$ cat src/rtl/fc_stream_arbiter.sv
// Two-requester front end for a shared fully-connected engine: grants whole N-in/M-out transactions.
// Build option FC_ARB_FIXED_PRIO_EN: requester 0 always wins a tie instead of round-robin.
module fc_stream_arbiter #(
  parameter int N = 8,
  parameter int M = 16,
  parameter int T = 16
) (
  input  logic         clk,
  input  logic         reset,
  input  logic         in0_valid,
  output logic         in0_ready,
  input  logic [T-1:0] in0_data,
  input  logic         in1_valid,
  output logic         in1_ready,
  input  logic [T-1:0] in1_data,
  output logic         out0_valid,
  input  logic         out0_ready,
  output logic [T-1:0] out0_data,
  output logic         out1_valid,
  input  logic         out1_ready,
  output logic [T-1:0] out1_data,
  output logic         core_in_valid,
  input  logic         core_in_ready,
  output logic [T-1:0] core_in_data,
  input  logic         core_out_valid,
  output logic         core_out_ready,
  input  logic [T-1:0] core_out_data,
  output logic         owner,
  output logic         busy
);

  localparam int MAX_NM = (N > M) ? N : M;
  localparam int CW = $clog2(MAX_NM) + 1;
  localparam logic [CW-1:0] LAST_IN  = CW'(N - 1);
  localparam logic [CW-1:0] LAST_OUT = CW'(M - 1);

  localparam logic [1:0] IDLE  = 2'd0;
  localparam logic [1:0] FEED  = 2'd1;
  localparam logic [1:0] DRAIN = 2'd2;

  logic [1:0]    state;
  logic          last_grant;
  logic [CW-1:0] cnt;
  logic          grant_next;
  logic          in_fire;
  logic          out_fire;

  assign in_fire  = core_in_valid & core_in_ready;
  assign out_fire = core_out_valid & core_out_ready;
  assign busy     = (state != IDLE);

  // A lone requester is granted directly; only a tie consults the policy.
  always_comb begin
`ifdef FC_ARB_FIXED_PRIO_EN
    grant_next = ~in0_valid;
`else
    if (in0_valid && in1_valid) begin
      grant_next = ~last_grant;
    end else begin
      grant_next = ~in0_valid;
    end
`endif
  end

  always_comb begin
    core_in_valid  = 1'b0;
    core_in_data   = '0;
    in0_ready      = 1'b0;
    in1_ready      = 1'b0;
    core_out_ready = 1'b0;
    out0_valid     = 1'b0;
    out0_data      = '0;
    out1_valid     = 1'b0;
    out1_data      = '0;
    case (state)
      FEED: begin
        core_in_valid = owner ? in1_valid : in0_valid;
        core_in_data  = owner ? in1_data : in0_data;
        in0_ready     = ~owner & core_in_ready;
        in1_ready     = owner & core_in_ready;
      end
      DRAIN: begin
        core_out_ready = owner ? out1_ready : out0_ready;
        if (owner) begin
          out1_valid = core_out_valid;
          out1_data  = core_out_data;
        end else begin
          out0_valid = core_out_valid;
          out0_data  = core_out_data;
        end
      end
      default: begin
      end
    endcase
  end

  // owner and last_grant reset to 1 so requester 0 wins the first tie.
  always_ff @(posedge clk or posedge reset) begin
    if (reset) begin
      state      <= IDLE;
      owner      <= 1'b1;
      last_grant <= 1'b1;
      cnt        <= '0;
    end else begin
      case (state)
        IDLE: begin
          if (in0_valid || in1_valid) begin
            owner <= grant_next;
            state <= FEED;
          end
        end
        FEED: begin
          if (in_fire) begin
            if (cnt == LAST_IN) begin
              cnt   <= '0;
              state <= DRAIN;
            end else begin
              cnt <= cnt + 1'b1;
            end
          end
        end
        DRAIN: begin
          if (out_fire) begin
            if (cnt == LAST_OUT) begin
              cnt        <= '0;
              last_grant <= owner;
              state      <= IDLE;
            end else begin
              cnt <= cnt + 1'b1;
            end
          end
        end
        default: begin
          state <= IDLE;
          cnt   <= '0;
        end
      endcase
    end
  end

endmodule
$ cat config.mk
export PLATFORM = sky130hd
export DESIGN_NAME = fc_stream_arbiter
export DESIGN_NICKNAME = d
export VERILOG_FILES = /design/src/rtl/fc_stream_arbiter.sv
export SDC_FILE = /design/constraint.sdc
export NUM_CORES = 1
export LEC_CHECK = 0
export ABC_AREA = 1
export CAP_MARGIN = 40
export CORE_ASPECT_RATIO = 0.8
export CORE_MARGIN = 2
export CORE_UTILIZATION = 33
export DETAILED_ROUTE_END_ITERATION = 10
export GPL_TIMING_DRIVEN = 0
export PLACE_DENSITY = 0.91
export SLEW_MARGIN = 20
export SYNTH_ARGS = -nofsm -noshare
export SYNTH_HDL_FRONTEND = slang
export SYNTH_SLANG_ARGS = --single-unit
$ cat constraint.sdc
create_clock -name clk -period 2.7 [get_ports clk]
set_input_delay 0.675 -clock clk [delete_from_list [all_inputs] [get_ports clk]]
set_output_delay 0.675 -clock clk [all_outputs]
set_load 0.005 [all_outputs]
==> results of run 1 <==
## layer usage
metal	GRT usage, %	wire length, µm	up-vias
li1	-	-	883
met1	28.5	1900	756
met2	35.2	2200	74
met3	4.59	365	8
met4	6.47	50	0
met5	0	0	-
## kinds of logic (layout without fill, tap and decap cells)
family / after synthesis / after routing / synth area share, %
AO/OA/AOI/OAI: 27 / 27 / 13.1
AND/OR/NAND/NOR: 126 / 126 / 45.5
adder cells (fa/ha/maj): 6 / 6 / 6.34
flip-flops: 9 / 9 / 19.2
buffers and inverters: 46 / 162 / 15.8
## critical path: stages
cell             delay [ns]
clkdlybuf4s50_1        0.56
nand2_2                0.09
a21oi_1                0.16
clkdlybuf4s50_1        0.54
## layout make-up
type	count	area, µm²
plain buffers	9	63.8
well taps	42	52.6
repair buffers	112	1120
inverters	37	139
flip-flops and latches	9	228
fillers	287	980
clock buffers	4	45.0
multi-input cells	159	792
## through the flow
| stage | instance area, µm² | setup WS [ns] | hold slack, ns | cells |
|---|---|---|---|---|
| 2_1_floorplan | 1180 | 0.851 | 0.466 | 214 |
| 3_3_place_gp | 2350 | 0.0557 | 0.483 | 367 |
| 3_5_place_dp | 2350 | 0.0215 | 0.493 | 367 |
| 4_1_cts | 2400 | 0.0160 | 0.500 | 371 |
| 5_1_grt | 2440 | 0.000586 | 0.542 | 372 |
| 6_report | 2440 | 0.0122 | 0.494 | 372 |
## placed cells by master (no fill, tap or decap), drive strengths merged
master / count
clkdlybuf4s50: 109
a32o: 1
clkbuf: 6
nor2: 40
dlymetal6s2s: 2
inv: 37
dfstp: 2
nand2: 67
a21oi: 24
o21ai: 2
nand4: 2
dfrtp: 7
nor3: 3
ha: 6
nand3: 14
buf: 8
## state kept, by name, summed over array words and instances, names as in the netlist
signal      cells
state           2
owner           1
cnt             5
last_grant      1
## final timing paths
path | startpoint | to | slack, ns | depth (start not counted)
setup / recovery | in0_valid | core_in_valid | 0.01 | 4
hold / removal | last_grant$_DFFE_PP1P_ | last_grant$_DFFE_PP1P_ | 0.49 | 2
setup reg to reg | cnt[0]$_DFFE_PP0P_ | state[0]$_DFFE_PP0P_ | 0.97 | 11
hold reg to reg | last_grant$_DFFE_PP1P_ | last_grant$_DFFE_PP1P_ | 0.49 | 2
max in group asynchronous | reset | owner$_DFFE_PP1P_ | 1.71 | 2
min in group asynchronous | reset | state[0]$_DFFE_PP0P_ | 0.70 | 2
## where the power goes
group / switching, mW / internal [mW]
clock network: 0.0488 / 0.103
registers: 0.0351 / 0.173
logic: 0.644 / 0.636
total: 0.728 / 0.912
## timing repair
item	in CTS	in global routing
gates cloned	0	0
buffers inserted	0	1
endpoints found under the setup margin	19	34
resized for setup	2	13
==> flow_summary.json, run 1 <==
{
  "grt.total_usage_pct": 21.5,
  "dieWidth_um": 71.0,
  "overflow": 0,
  "yosys_warnings": 0,
  "fin_setup_tns_ns": 0,
  "drc": 0,
  "numCtsBuffers": 3,
  "cap_viol_max_count": 0,
  "diodes": 0,
  "arrival_ns": 2.01,
  "synth_edf_count": 0,
  "core-area_mm2": 0.00342,
  "setup.worst_path.end_class": "primary output",
  "power.density_mw_per_mm2": 671,
  "p_leak_nw": 1.15,
  "grt_antenna_before_repair": 0,
  "synth_seq_cells": 9,
  "utilization_pct": 71.4,
  "hold_viol_final": 0,
  "cts_tree": "built",
  "ys_top_cells_by_area": "nand2_1 19%, dfrtp_1 15%, nor2_1 12%",
  "grt_pass1_wl_um": 7110,
  "vdd_drop_max_uv": 579,
  "fin_nets": 393,
  "synth_common_cells": "59 x nand2_1, 38 x nor2_1, 34 x inv_1",
  "fin_crit_ns": 2.69,
  "async_flop_share_pct": 100,
  "firstDrtPassIters": 4,
  "setup_viol": 0,
  "rsz0062_at_grt": "no",
  "num_vias": 1721,
  "ioPinCount": 112,
  "start_util_pct": 34.6,
  "cts_root_buf": "clkbuf_8",
  "grt_max_degree": 11,
  "seq_area_frac_synth_pct": 19.2,
  "slew_headroom_pct": 77.8,
  "power_mw": 1.64,
  "insertion_delay_ns": 0.23,
  "ys_types": 21,
  "grt_pass1_vias": 1508,
  "rows": 19,
  "synth_area_mm2": 0.00118,
  "drt_wl_total_um": 4520,
  "min_path_type": "reg -> reg",
  "fin_crit_sh_pct": 99.5,
  "io_buffers": 111,
  "synth_area_leader_cell": "nand2_1",
  "postSynthCellCount": 214,
  "htree_levels": 1,
  "crit_type": "in -> out",
  "drive_gt1_share_pct": 9.39,
  "ant_nets": 0,
  "area_growth_pct": 106,
  "syn_avg_cell_area_um2": 5.54,
  "path_clk_slew_ns": 0.05,
  "syn-num-nets": 276,
  "cts.path.max_buffers": 2,
  "synth_top_area_share_pct": 18.7,
  "die-area_mm2": 0.00409,
  "slew_violations": 0,
  "wire_per_inst_um": 12.1,
  "skew_ns": 0.00432,
  "gp_congestion": 0.885,
  "start_kind": "input pin",
  "yosysMostFrequentCell": "nand2_1",
  "critPathRequiredTime_ns": 2.03,
  "drt_iter0_drc": 79,
  "outcome": "completed",
  "die_h_um": 57.6,
  "clock-sinks": 9,
  "synth_top_flop_cell": "dfrtp_1",
  "cts_hold_buf": 0,
  "vias_per_cell": 4.63,
  "cp_max_fo": 4,
  "fmax_mhz": 372,
  "worstMarginPinSlew_ns": 0.333,
  "dp_hpwl_um": 3780
}
Note: power is estimated with default switching activity, not from simulation.
==> run 2: changes to the inputs <==
Settings changed: CAP_MARGIN 40 to 0.
==> results of run 2 <==
No change in the layout: final DEF, timing and power equal those of run 1.
==> run 3: changes to the inputs <==
Settings changed: ABC_CLOCK_PERIOD_IN_PS set to 2700.
==> results of run 3 <==
No change in the layout: final DEF, timing and power equal those of run 1.
